**src/rtl/bram_dump_reader_pkg.sv**
```systemverilog
// ============================================================================
// Module      : bram_dump_reader_pkg
// Description : Shared constants and FSM state encoding for the bram32 dump
//               reader. Macro BRAM_DUMP_CHECKSUM_EN adds the CSUM state.
// Revision    : 1.0 - initial release
// ============================================================================
`default_nettype none

package bram_dump_reader_pkg;

    localparam int unsigned c_bytes_per_word = 4;
    localparam logic [1:0]  c_last_byte_idx  = 2'(c_bytes_per_word - 1);

    typedef enum logic [2:0] {
        DUMP_IDLE = 3'd0,
        DUMP_ADDR = 3'd1,
        DUMP_WAIT = 3'd2,
        DUMP_LOAD = 3'd3,
        DUMP_SEND = 3'd4,
        DUMP_DONE = 3'd5
`ifdef BRAM_DUMP_CHECKSUM_EN
        ,
        DUMP_CSUM = 3'd6
`endif
    } dump_state_t;

endpackage

`default_nettype wire

```
**src/rtl/bram_dump_reader_if.sv**
```systemverilog
// ============================================================================
// Module      : bram_dump_reader_if
// Description : Control, bram32 debug-port and byte-stream signals of the dump
//               reader. master = the reader, slave = its environment.
// Revision    : 1.0 - initial release
// ============================================================================
`default_nettype none

interface bram_dump_reader_if #(
    parameter int ADDR_WIDTH = 12,
    parameter int DATA_WIDTH = 32,
    parameter int CNT_WIDTH  = 11
);
    logic                  start;
    logic [ADDR_WIDTH-1:0] base_addr;
    logic [CNT_WIDTH-1:0]  word_count;
    logic                  busy;
    logic                  done;
    logic [ADDR_WIDTH-1:0] debug_addr;
    logic [DATA_WIDTH-1:0] debug_data;
    logic [7:0]            tx_data;
    logic                  tx_valid;
    logic                  tx_ready;

    modport master (
        input  start, base_addr, word_count, debug_data, tx_ready,
        output busy, done, debug_addr, tx_data, tx_valid
    );

    modport slave (
        output start, base_addr, word_count, debug_data, tx_ready,
        input  busy, done, debug_addr, tx_data, tx_valid
    );
endinterface

`default_nettype wire

```
**src/rtl/bram_dump_reader_serializer.sv**
```systemverilog
// ============================================================================
// Module      : dump_byte_serializer
// Description : Little-endian word-to-byte serializer with valid/ready output.
//               Macro BRAM_DUMP_CHECKSUM_EN adds the running sum and CSUM byte.
// Revision    : 1.0 - initial release
// ============================================================================
`default_nettype none

module dump_byte_serializer
    import bram_dump_reader_pkg::*;
#(
    parameter int DATA_WIDTH = 32
) (
    input  wire logic                  clk,
    input  wire logic                  rst,
    input  wire logic                  i_load,
    input  wire logic [DATA_WIDTH-1:0] i_word,
`ifdef BRAM_DUMP_CHECKSUM_EN
    input  wire logic                  i_sum_clear,
    input  wire logic                  i_csum_load,
`endif
    input  wire logic                  i_tx_ready,
    output logic [7:0]                 o_tx_data,
    output logic                       o_tx_valid,
    output logic                       o_word_sent
);

    logic [DATA_WIDTH-1:0] r_shift;
    logic [1:0]            r_byte_idx;
    logic [7:0]            r_data;
    logic                  r_valid;
    logic                  w_xfer;
    logic [1:0]            w_next_idx;
    logic [4:0]            w_bit_base;

    assign w_xfer      = r_valid & i_tx_ready;
    assign w_next_idx  = r_byte_idx + 2'd1;
    assign w_bit_base  = {w_next_idx, 3'b000};
    assign o_word_sent = w_xfer & (r_byte_idx == c_last_byte_idx);
    assign o_tx_data   = r_data;
    assign o_tx_valid  = r_valid;

`ifdef BRAM_DUMP_CHECKSUM_EN
    logic [7:0] r_sum;

    always_ff @(posedge clk or negedge rst) begin
        if (!rst) begin
            r_sum <= 8'd0;
        end else if (i_sum_clear) begin
            r_sum <= 8'd0;
        end else if (w_xfer) begin
            r_sum <= r_sum + r_data;
        end
    end
`endif

    // tx_data is registered so it holds still during stalls without extra muxing
    always_ff @(posedge clk or negedge rst) begin
        if (!rst) begin
            r_shift    <= '0;
            r_byte_idx <= 2'd0;
            r_data     <= 8'd0;
            r_valid    <= 1'b0;
        end else if (i_load) begin
            r_shift    <= i_word;
            r_byte_idx <= 2'd0;
            r_data     <= i_word[7:0];
            r_valid    <= 1'b1;
`ifdef BRAM_DUMP_CHECKSUM_EN
        end else if (i_csum_load) begin
            // Parked on the last index so its transfer raises word_sent
            r_byte_idx <= c_last_byte_idx;
            r_data     <= 8'd0 - r_sum;
            r_valid    <= 1'b1;
`endif
        end else if (w_xfer) begin
            if (r_byte_idx == c_last_byte_idx) begin
                r_valid <= 1'b0;
            end else begin
                r_byte_idx <= w_next_idx;
                r_data     <= r_shift[w_bit_base +: 8];
            end
        end
    end

endmodule

`default_nettype wire

```
**src/rtl/bram_dump_reader.sv**
```systemverilog
// ============================================================================
// Module      : bram_dump_reader
// Description : Walks a word range of a bram32 debug port and streams it out
//               as bytes. Macro BRAM_DUMP_CHECKSUM_EN appends a checksum byte.
// Revision    : 1.0 - initial release
// ============================================================================
`default_nettype none

module bram_dump_reader
    import bram_dump_reader_pkg::*;
#(
    parameter int ADDR_WIDTH = 12,
    parameter int DATA_WIDTH = 32,
    parameter int RD_LAT     = 1,
    parameter int CNT_WIDTH  = 11
) (
    input  wire logic           clk,
    input  wire logic           rst,
    bram_dump_reader_if.master  bus
);

    localparam int c_wait_w = (RD_LAT < 2) ? 1 : $clog2(RD_LAT + 1);

    dump_state_t           r_state;
    logic [ADDR_WIDTH-1:0] r_addr;
    logic [ADDR_WIDTH-1:0] r_debug_addr;
    logic [CNT_WIDTH-1:0]  r_rem;
    logic [c_wait_w-1:0]   r_wait;
    logic                  r_busy;
    logic                  r_done;
    logic                  w_load;
    logic                  w_word_sent;

    assign w_load         = (r_state == DUMP_LOAD);
    assign bus.busy       = r_busy;
    assign bus.done       = r_done;
    assign bus.debug_addr = r_debug_addr;

`ifdef BRAM_DUMP_CHECKSUM_EN
    logic r_csum_go;
    logic w_accept;

    assign w_accept = (r_state == DUMP_IDLE) & bus.start;
`endif

    dump_byte_serializer #(
        .DATA_WIDTH (DATA_WIDTH)
    ) u_serializer (
        .clk         (clk),
        .rst         (rst),
        .i_load      (w_load),
        .i_word      (bus.debug_data),
`ifdef BRAM_DUMP_CHECKSUM_EN
        .i_sum_clear (w_accept),
        .i_csum_load (r_csum_go),
`endif
        .i_tx_ready  (bus.tx_ready),
        .o_tx_data   (bus.tx_data),
        .o_tx_valid  (bus.tx_valid),
        .o_word_sent (w_word_sent)
    );

    always_ff @(posedge clk or negedge rst) begin
        if (!rst) begin
            r_state      <= DUMP_IDLE;
            r_addr       <= '0;
            r_debug_addr <= '0;
            r_rem        <= '0;
            r_wait       <= '0;
            r_busy       <= 1'b0;
            r_done       <= 1'b0;
`ifdef BRAM_DUMP_CHECKSUM_EN
            r_csum_go    <= 1'b0;
`endif
        end else begin
            case (r_state)
                DUMP_IDLE: begin
                    if (bus.start) begin
                        r_addr <= {bus.base_addr[ADDR_WIDTH-1:2], 2'b00};
                        r_rem  <= bus.word_count;
                        if (bus.word_count == '0) begin
`ifdef BRAM_DUMP_CHECKSUM_EN
                            r_state   <= DUMP_CSUM;
                            r_busy    <= 1'b1;
                            r_csum_go <= 1'b1;
`else
                            r_state <= DUMP_DONE;
                            r_done  <= 1'b1;
`endif
                        end else begin
                            r_state <= DUMP_ADDR;
                            r_busy  <= 1'b1;
                        end
                    end
                end
                DUMP_ADDR: begin
                    r_debug_addr <= r_addr;
                    r_wait       <= c_wait_w'(RD_LAT);
                    r_state      <= (RD_LAT == 0) ? DUMP_LOAD : DUMP_WAIT;
                end
                DUMP_WAIT: begin
                    r_wait <= r_wait - c_wait_w'(1);
                    if (r_wait <= c_wait_w'(1)) begin
                        r_state <= DUMP_LOAD;
                    end
                end
                DUMP_LOAD: begin
                    r_state <= DUMP_SEND;
                end
                DUMP_SEND: begin
                    if (w_word_sent) begin
                        r_rem  <= r_rem - CNT_WIDTH'(1);
                        r_addr <= r_addr + ADDR_WIDTH'(c_bytes_per_word);
                        if (r_rem == CNT_WIDTH'(1)) begin
`ifdef BRAM_DUMP_CHECKSUM_EN
                            r_state   <= DUMP_CSUM;
                            r_csum_go <= 1'b1;
`else
                            r_state <= DUMP_DONE;
                            r_done  <= 1'b1;
                            r_busy  <= 1'b0;
`endif
                        end else begin
                            r_state <= DUMP_ADDR;
                        end
                    end
                end
`ifdef BRAM_DUMP_CHECKSUM_EN
                DUMP_CSUM: begin
                    r_csum_go <= 1'b0;
                    if (w_word_sent) begin
                        r_state <= DUMP_DONE;
                        r_done  <= 1'b1;
                        r_busy  <= 1'b0;
                    end
                end
`endif
                DUMP_DONE: begin
                    r_done  <= 1'b0;
                    r_state <= DUMP_IDLE;
                end
                default: begin
                    r_state <= DUMP_IDLE;
                end
            endcase
        end
    end

endmodule

`default_nettype wire
```
**src/flat_wrapper.sv**
```systemverilog
// flat-port wrapper written by rule: the top's interface ports become plain ports
module bram_dump_reader_flat import bram_dump_reader_pkg::*;
#(
    parameter int ADDR_WIDTH = 12,
    parameter int DATA_WIDTH = 32,
    parameter int RD_LAT     = 1,
    parameter int CNT_WIDTH  = 11
)
  (clk, rst, bus_start, bus_base_addr, bus_word_count, bus_debug_data, bus_tx_ready, bus_busy, bus_done, bus_debug_addr, bus_tx_data, bus_tx_valid);
  bram_dump_reader_if #(.ADDR_WIDTH(ADDR_WIDTH), .DATA_WIDTH(DATA_WIDTH), .CNT_WIDTH(CNT_WIDTH)) bus_i ();
  input  wire logic clk;
  input  wire logic rst;
  input wire logic [$bits(bus_i.start)-1:0] bus_start;
  input wire logic [$bits(bus_i.base_addr)-1:0] bus_base_addr;
  input wire logic [$bits(bus_i.word_count)-1:0] bus_word_count;
  input wire logic [$bits(bus_i.debug_data)-1:0] bus_debug_data;
  input wire logic [$bits(bus_i.tx_ready)-1:0] bus_tx_ready;
  output wire logic [$bits(bus_i.busy)-1:0] bus_busy;
  output wire logic [$bits(bus_i.done)-1:0] bus_done;
  output wire logic [$bits(bus_i.debug_addr)-1:0] bus_debug_addr;
  output wire logic [$bits(bus_i.tx_data)-1:0] bus_tx_data;
  output wire logic [$bits(bus_i.tx_valid)-1:0] bus_tx_valid;
  assign bus_i.start = bus_start;
  assign bus_i.base_addr = bus_base_addr;
  assign bus_i.word_count = bus_word_count;
  assign bus_i.debug_data = bus_debug_data;
  assign bus_i.tx_ready = bus_tx_ready;
  assign bus_busy = bus_i.busy;
  assign bus_done = bus_i.done;
  assign bus_debug_addr = bus_i.debug_addr;
  assign bus_tx_data = bus_i.tx_data;
  assign bus_tx_valid = bus_i.tx_valid;
  bram_dump_reader #(.ADDR_WIDTH(ADDR_WIDTH), .DATA_WIDTH(DATA_WIDTH), .RD_LAT(RD_LAT), .CNT_WIDTH(CNT_WIDTH)) u_core (.clk(clk), .rst(rst), .bus(bus_i));
endmodule
```
**config.mk**
```make
export PLATFORM = sky130hd
export DESIGN_NAME = bram_dump_reader_flat
export DESIGN_NICKNAME = d
export VERILOG_FILES = /design/src/rtl/bram_dump_reader_pkg.sv /design/src/rtl/bram_dump_reader_if.sv /design/src/rtl/bram_dump_reader_serializer.sv /design/src/rtl/bram_dump_reader.sv /design/src/flat_wrapper.sv
export SDC_FILE = /design/constraint.sdc
export NUM_CORES = 1
export LEC_CHECK = 0
export ABC_AREA = 1
export CORE_ASPECT_RATIO = 1.75
export CORE_UTILIZATION = 30
export CTS_CLUSTER_DIAMETER = 50
export CTS_CLUSTER_SIZE = 12
export DETAILED_ROUTE_END_ITERATION = 12
export SETUP_SLACK_MARGIN = 0.15
export SYNTH_ARGS = -nofsm -noshare
export SYNTH_HDL_FRONTEND = slang
export SYNTH_SLANG_ARGS = --single-unit
```
**constraint.sdc**
```tcl
create_clock -name clk -period 1.4 [get_ports clk]
set_clock_uncertainty 0.1 [all_clocks]
set_input_delay 0.28 -clock clk [delete_from_list [all_inputs] [get_ports clk]]
set_output_delay 0.28 -clock clk [all_outputs]
set_load 0.005 [all_outputs]
```
Word level (Yosys, flattened, before mapping)
Cells that the tools add are included.

Register bits after elaboration: 84. Input bits: 59. Output and inout bits: 23. Logic and storage cells: 78.

$add $sub $neg: 4. Order comparisons: 1. Eq/ne operators: 14. Shifts and indexed selects: 1. Multiplexer cells: 32. Bitwise gates (word level): 2. Reductions and logical operators: 13.

Operators with widths (count): 32-bit by 6-bit indexed part select with 8-bit output (1); 12-bit 2-to-1 mux (2); 8-bit 2-to-1 mux (3); 12-bit case mux with 2 select lines (1); 11-bit 2-to-1 mux (2); 11-bit case mux with 2 select lines (1); 3-bit 2-to-1 mux (5); 3-bit case mux with 5 select lines (1); 12-bit by 3-bit adder with 12-bit output (second input constant) (1); 11-bit by 1-bit equality test with 1-bit output (second input constant) (1); 11-bit zero test (1); 1-bit 2-to-1 mux (11); 11-bit by 1-bit subtractor with 11-bit output (second input constant) (1); 5-bit AND reduction (2); 2-bit inequality test (second input constant) (4); 2-bit nonzero test (4); 3-bit by 2-bit equality test with 1-bit output (second input constant) (2); 3-bit equality test (second input constant) (2); 2-bit 2-to-1 mux (3); 2-bit by 1-bit inequality test with 1-bit output (second input constant) (3); 3-bit AND reduction (2); 1-bit case mux with 2 select lines (2); 2-bit AND reduction (2); 3-bit by 1-bit equality test with 1-bit output (second input constant) (1); 8 further kinds (9).

Logic depth before layout (Yosys ltp)
Gate-level depths: netlist (run 1).

Depth in word-level cells: 5. Gate-level depth with buffers: 9. Gate-level depth less buffers: 9.

Hierarchy
Synthesis (run 1) repeated with hierarchy kept, for this count alone.

Cells, all modules: 565. Area total of the unflattened synthesis: 4225.3 um2.

By module, submodules not included: bram_dump_reader (instances 1, cells an instance 301, area an instance 2123.3 um2, sequential area each 900.9 um2); dump_byte_serializer (instances 1, cells an instance 264, area an instance 2102.0 um2, sequential area each 1076.0 um2).

Least setup slack after synthesis (run 1)
No wires, ideal clock.

Path type: register to register. Start point: reg u_core.u_serializer.r_byte_idx[0]. End point: reg u_core.r_rem[1]. Library setup time: 0.130 ns. Data arrival time: 1.252 ns. Required time: 1.170 ns. Slack: -0.083 ns. Cell stages (with the launch flop): 9. Buffers on the path: 1. Period minus slack after synthesis: 1.483 ns. Cell sequence: dfrtp_1 -> ha_1 -> nand3_1 -> nand3_1 -> nand3_2 -> inv_2 -> buf_6 -> o211ai_1 -> o21ai_0.

Word-level cells in the longest chain between the ends: 4.

RTL lines: start: declaration (RTL line bram_dump_reader_serializer.sv:29) `logic [1:0] r_byte_idx;`; start signal: assignment (RTL line bram_dump_reader_serializer.sv:80) `r_byte_idx <= w_next_idx;`; 2-bit equality test (RTL line bram_dump_reader_serializer.sv:39) `assign o_word_sent = w_xfer & (r_byte_idx == c_last_byte_idx);`; 1-bit bitwise AND (RTL line bram_dump_reader_serializer.sv:39); 2-bit inequality test (no line); 3-bit AND reduction (no line); end signal: assignment (RTL line bram_dump_reader.sv:80) `r_rem <= bus.word_count;`; end signal: assignment (RTL line bram_dump_reader.sv:112) `r_rem <= r_rem - CNT_WIDTH'(1);`; end: declaration (RTL line bram_dump_reader.sv:27) `logic [CNT_WIDTH-1:0] r_rem;`.

Every way passes these cells. A chain may end at the register's enable or synchronous reset.

Worst setup path after layout (run 1)
Ends and elaborated chain as after synthesis.

==> impl_results.md, run 1 <==
* Predominant post-synthesis flop cell: dfrtp_1
* Full die area at 13800 um2
* Y dimension of the die at 155 um
* DP HPWL at 8.19 mm
* Global-route total usage across every layer at 16.6%
* Cell count after synthesis at 536
* Type of the tightest min-delay check: input pin to asynchronous set/reset pin
* Static leakage at 2.90 nW
* DRC marker count from the first detailed-route iteration at 144
* DR vias at 4021
* Final Routed Wirelength at 11.0 mm
* List of most frequent post-synthesis cells: nand2_1, dfrtp_1, nor2_1
* Crit path kind: flip-flop to flip-flop
* Final setup violation count at 42
* Overall die width at 89.3 um
* Outcome: finished with violations
* Antenna Violating Nets Remaining at 0
* Slowest stage delay, CP at 420 ps
* Total power per unit cell area at 2270 nW/um2
* Crit path launch: u_core.u_serializer.r_byte_idx[0]
* Post-synthesis sequential element count at 79
* Max-cap viol count at 0
* Post-route DRC violation count at 0
* Synth cell types at 29
* Sort of element at the end of the critical path: flip-flop
* Cell type with the largest total area after synthesis: dfrtp_1
* Clock sink count at 79
* Total number of yosys warnings at 0
* CP most frequent cell: nand3_2
* Final period utilization at 107%
* Clock tree root driver cell: clkbuf_16
* Synth-to-layout area growth at 50.4%
* Number of pins with negative max-slew slack in the final report at 0
* Tightest hold margin at 289 ps
* Cell type of the slowest stage on the worst timing path: dfrtp_1
* Worst path setup slack after routing at -99.0 ps
* Synth Area per Inst at 7.47 um2
* Synth top area cells: dfrtp_1, nand2_1, nand3_1, nor2_1, o21ai_0
* Area share of the largest cell type after synthesis at 49.4%
* GPL Wtd Cong at 0.845
* Arrival time reported for the critical path endpoint at 1620 ps
* Chain of cells forming the critical path: ha_4 > nand3_2 > nand3_2 > nand3_4 > inv_2 > buf_12 > o211ai_1 > o21ai_1
* Post-layout instance count excluding filler cells at 861
* Crit Path Max Fanout at 19
* Count of flip-flops with a built-in enable after synthesis at 0
* Row count at 55
* Net total in the final layout at 748
* Via density per instance at 4.67
* Total placed cells including tap cells at 825
* Count leader, synth: nand2_1
* Number of global-route vias before repair at 3846
* FMAX at 667 MHz
* Grt ovf at 0
* Number of H-tree branching levels at 3
* Cell Area, Synth at 4000 um2
* Post-route standard cell area excluding fillers at 6020 um2
* Clk buf depth at 2
* Unrepaired setup endpoints after global routing: true
* Worst flop-to-flop path startpoint: u_core.u_serializer.r_byte_idx[0]
* Clock transition time at the flip-flop clock pins of the worst setup and hold paths at 70 ps
* Sequential element share of the synthesized area at 49.4%
* Setup total negative slack at -1530 ps
* Worst Setup Start Kind: flip-flop
* Number of port buffers at 77
* Diode insertion count for antenna repair at 0
* Pin count of the biggest net entering global routing at 33
* Failing checks: setup timing
* Minimum clock period after layout at 1500 ps
* TritonCTS clock tree: built
* First-pass DRT Iterations at 4
* Initial antenna violation count at 0
* Reg area at 1980 um2
* Initial cell density of the core at 30.9%
* Worst-skew pair later-pin latency at 340 ps
* Top-level port count at 82
* Data required time of the critical path at 1520 ps
* Global-route wire length before repair at 17.5 mm
* Placed inst area at 5460 um2
* Count of fill cells added during filler insertion at 1322
* Max IR drop VDD at 1.04 mV
* Final hold vios at 0
* Area of the placeable core at 12900 um2
* Routed wire length per instance at 12.8 um
* Proportion of register bits with asynchronous set or reset after synthesis at 100%
* Fraction of layout cells with a size suffix above 1 at 24.3%
* Number of clock buffers inserted by TritonCTS at 9
* Multi-input gate area at 1900 um2
-- cell type report --
cell class              instances  area share [%]
clock buffers                   9            3.74
clock inverters                 7            1.31
inverters                      39            2.60
multi-input cells             395            31.6
flip-flops and latches         79            32.9
well taps                     171            3.56
repair buffers                161            24.2
-- logic make-up after synthesis --
| kind of cell | count (synthesis) | share of synthesized area, % |
|---|---|---|
| adder cells (fa/ha/maj) | 4 | 1.25 |
| buffers and inverters | 63 | 7.00 |
| flip-flops | 79 | 49.4 |
| AO/OA/AOI/OAI | 68 | 9.32 |
| AND/OR/NAND/NOR | 318 | 32.1 |
| multiplexers | 2 | 0.563 |
| other | 1 | 0.0937 |
| XOR/XNOR | 1 | 0.219 |
-- worst max-delay path, delay by kind of cell (launching register included) --
family                     cells  cell delay (ps)
AOI/OAI and AO/OA              2              180
adders and majority gates      1              180
buffers and inverters          2              210
DFF                            1              420
and+or+nand+nor                3              290
-- cells in the final DEF (no fill, tap or decap), drive strengths merged, types with 3 or more instances in the layout --
cell,netlist,final
o21ai,42,42
ha,4,4
clkbuf,9,11
dfrtp,79,79
a31oi,6,6
buf,15,103
nor2,63,63
nand3,49,49
clkinv,0,4
clkdlybuf4s50,0,55
inv,39,41
nand4,3,3
nand2,199,199
o211ai,5,5
a21oi,12,12
-- sequential cells by signal, indices dropped and copies added, names as in the netlist --
name / flops
u_core.u_serializer.r_shift: 32
u_core.r_rem: 11
u_core.bus.debug_addr: 10
u_core.r_addr: 10
u_core.u_serializer.o_tx_data: 8
u_core.r_state: 3
u_core.u_serializer.r_byte_idx: 2
u_core.bus.busy: 1
u_core.bus.done: 1
u_core.u_serializer.o_tx_valid: 1
-- worst paths after layout --
path | cells past startpoint | slack (ps) | end
max in group asynchronous | 3 | 430 | u_core.r_state[0]
min in group clk | 3 | 370 | u_core.u_serializer.r_shift[29]
hold reg to reg | 2 | 370 | u_core.u_serializer.r_shift[16]
hold / removal | 2 | 290 | u_core.r_rem[5]
setup reg to reg | 8 | -100 | u_core.r_rem[1]
setup / recovery | 8 | -100 | u_core.r_rem[1]
-- where the power goes --
part | leakage, nW | internal [W] | switching, W
clock network | 0.151 | 0.00140 | 0.00101
logic | 1.79 | 0.00339 | 0.00370
registers | 0.953 | 0.00343 | 0.000724
-- repair_timing --
action,in CTS,in global routing
pin swaps,2,10
gates cloned,0,2
endpoints found under the setup margin,97,98
hold buffers,1,0
endpoints found under the hold margin,19,0
buffers inserted,8,9
gates resized for setup,94,40
-- per-stage QoR --
step                utilization, %  total power [W]  setup WS, ps
floorplan                        -          0.00788         -20.4
global placement              42.2           0.0105          -320
detailed placement            42.2           0.0107          -389
CTS                           44.6           0.0131          -106
global route                  46.5           0.0148          -190
finish                        46.5           0.0137         -99.0
-- per-layer routing --
layer | vias to the layer above | share of wire [%] | wire length (um) | global-route usage, %
met5 | - | 0 | 0 | 0
met4 | 0 | 3.6 | 400 | 8.39
met3 | 28 | 3.6 | 393 | 2.45
met2 | 94 | 55 | 6030 | 29.9
met1 | 1888 | 38 | 4190 | 18.2
li1 | 2011 | - | - | -
No activity file was read; power rests on OpenSTA's default activity.
==> run 2, diff against run 1 <==
CELL_PAD_IN_SITES_DETAIL_PLACEMENT = 0   (was unset)
CELL_PAD_IN_SITES_GLOBAL_PLACEMENT = 1   (was unset)
PLACE_DENSITY_LB_ADDON = 0.1   (was unset)
==> run 2 against run 1 <==
  * The run still ends with setup timing left
  * Sequential share of layout area decreased by 1.4 points
  * Flip-flop and latch count unchanged
  * Combinational power increased by 16%
  * Die area unchanged
  * Non-clock buffer count increased by 23
  * Routed wire length increased by 7.9%
  * Total power increased by 6.4%
  * Cell area increased by 4.5%
  * Utilization increased by 2.1 points
  * Critical path type unchanged
  * Critical endpoint is now u_core.r_addr[3]
  * Largest cell class unchanged
  * Largest power group unchanged
==> impl_results.md, run 2 (synthesis gave the netlist of run 1 again) <==
* Unrepaired setup endpoints after global routing: true
* Worst path setup slack after routing at -124 ps
* Crit path buf inv count at 3
* Clock tree root driver cell: clkbuf_16
* Overall die width at 89.3 um
* Number of pins with negative max-slew slack in the final report at 0
* Number of port buffers at 77
* Crit path kind: flip-flop to flip-flop
* Outcome: finished with violations
* Routed wire length per instance at 13.4 um
* Y dimension of the die at 155 um
* Chain of cells forming the critical path: buf_4 > nand3_4 > nand3_4 > buf_12 > clkbuf_16 > o31ai_4
* Worst Setup Start Kind: flip-flop
* Crit path launch: u_core.r_state[2]
* Final period utilization at 109%
* Total power per unit cell area at 2310 nW/um2
* CP most frequent cell: nand3_4
* Antenna Violating Nets Remaining at 0
* Area of the placeable core at 12900 um2
* Clk buf depth at 2
* Switching power at 0.00578 W
* Post-layout util at 48.6%
* Crit Path Max Fanout at 6
* Net total in the final layout at 771
* TritonCTS clock tree: built
* Tightest hold margin at 367 ps
* Via density per instance at 4.58
* Final setup violation count at 36
* Full die area at 13800 um2
* Share of power burned in the clock network at 15.0%
* Registers with the highest flip-flop counts: u_core.u_serializer.r_shift x32, u_core.r_rem x11
* Multi-input gate area at 1980 um2
* Total Power Consumption at 0.0145 W
* Failing checks: setup timing
* Initial antenna violation count at 0
* Worst flop-to-flop path startpoint: u_core.r_state[2]
* Row count at 55
* Final hold vios at 0
* Commonest cells after routing, fill and taps aside: nand2_1, buf_4, dfrtp_1
* Global-route wire length before repair at 19.0 mm
* Worst-skew pair later-pin latency at 340 ps
* Diode insertion count for antenna repair at 0
* Leading cell type in the layout, fill and taps excluded: nand2_1
* Top-level port count at 82
* Reg area at 1980 um2
* Type of the tightest min-delay check: input pin to asynchronous set/reset pin
* Switching Fraction at 39.8%
* Number of H-tree branching levels at 3
* Setup total negative slack at -2400 ps
* Clock sink count at 79
* Critical path depth at 6
* Count of fill cells added during filler insertion at 1356
* Minimum clock period after layout at 1520 ps
* Static leakage at 3.03 nW
* Family with the most delay on the worst path: buffers and inverters
* Clock transition time at the flip-flop clock pins of the worst setup and hold paths at 60 ps
* Internal cell power at 0.00875 W
* Register containing the most flip-flops in the final layout: u_core.u_serializer.r_shift
* Number of global-route vias before repair at 4097
* Sort of element at the end of the critical path: flip-flop
* Global-route total usage across every layer at 18.3%
* Worst reg-to-reg setup slack at -120 ps
* Number of flip-flops under the largest register name at 32
* Total placed cells including tap cells at 835
* Logic pwr share at 56.8%
* Number of clock buffers inserted by TritonCTS at 9
* Initial cell density of the core at 30.9%
* GPL Wtd Cong at 0.800
* Final Routed Wirelength at 11.9 mm
* Capture instance of the worst register-to-register path: u_core.r_addr[3]
* First-pass DRT Iterations at 4
* Slowest stage delay, CP at 460 ps
* DRC marker count from the first detailed-route iteration at 127
* Grt ovf at 0
* DP HPWL at 8.42 mm
* Data required time of the critical path at 1550 ps
* Sequential fraction of design power at 28.3%
* FMAX at 656 MHz
* Max IR drop VDD at 1.02 mV
* DR vias at 4051
* Arrival time reported for the critical path endpoint at 1680 ps
* Pin count of the biggest net entering global routing at 80
* Capturing element of the worst setup path: u_core.r_addr[3]
* Post-route DRC violation count at 0
* Cell type of the slowest stage on the worst timing path: dfrtp_2
* Fraction of layout cells with a size suffix above 1 at 28.5%
* Post-layout instance count excluding filler cells at 884
* Synth-to-layout area growth at 57.1%
* Max-cap viol count at 0
* Register-to-Register Path Depth at 6
[run 2: changes by cell type in the layout (fill, tap and decap cells not counted), sizes merged]
cell      before  now
bufinv         1    0
clkbuf        11   13
inv           41   39
clkinvlp       0    1
buf          103  126
[run 2: worst min path at each step]
| stage | start | to | slack, ps |
|---|---|---|---|
| floorplan | rst | u_core.bus.busy | -120 |
| CTS | bus_debug_data[11] | u_core.u_serializer.r_shift[11] | 360 |
| detailed placement | rst | u_core.r_rem[4] | 250 |
| global placement | rst | u_core.r_rem[4] | 250 |
| finish | rst | u_core.r_rem[6] | 370 |
| global route | bus_debug_data[11] | u_core.u_serializer.r_shift[11] | 390 |
[run 2: area by class of cell]
cell class	count	area share [%]
Inverter	39	2.51
Clock buffer	11	3.70
Sequential cell	79	31.5
Tap cell	171	3.40
Timing Repair Buffer	184	26.9
Multi-Input combinational cell	395	31.5
Clock inverter	5	0.518
[run 2: timing repair]
| action | in CTS | in global routing |
|---|---|---|
| gates cloned | 2 | 2 |
| hold endpoints to repair | 79 | 0 |
| hold buffers | 1 | 0 |
| endpoints found under the setup margin | 97 | 94 |
| gates resized for setup | 125 | 43 |
| pin swaps | 3 | 11 |
| buffers inserted | 16 | 12 |
[run 2: metrics by stage]
stage | worst slack [ps] | cell area [um2]
floorplan | -20.4 | 4090
global placement | -366 | 5580
detailed placement | -355 | 5580
CTS | -124 | 6040
global route | -208 | 6290
finish | -124 | 6290
[run 2: worst min-delay path, delay by kind of cell]
family / cells / cell delay, ps
buf+inv: 3 / 950
[run 2: power by group through the flow]
stage	clock [W]	combinational, W	sequential (W)
final	0.00217	0.00825	0.00411
after CTS	0.00225	0.00767	0.00410
after global routing	0.00233	0.00920	0.00424
after floorplan	0	0.00383	0.00405
after detailed placement	0	0.00702	0.00415
after global placement	0	0.00692	0.00412
[run 2: layer usage]
metal  wire length (um)  share of wire [%]  vias up  global-route usage (%)
li1                   -                  -     2063                       -
met1               4480                 38     1898                    18.9
met2               6820                 57       76                    35.2
met3                361                3.0       14                    3.31
met4                221                1.9        0                    6.20
met5                  0                  0        -                       0
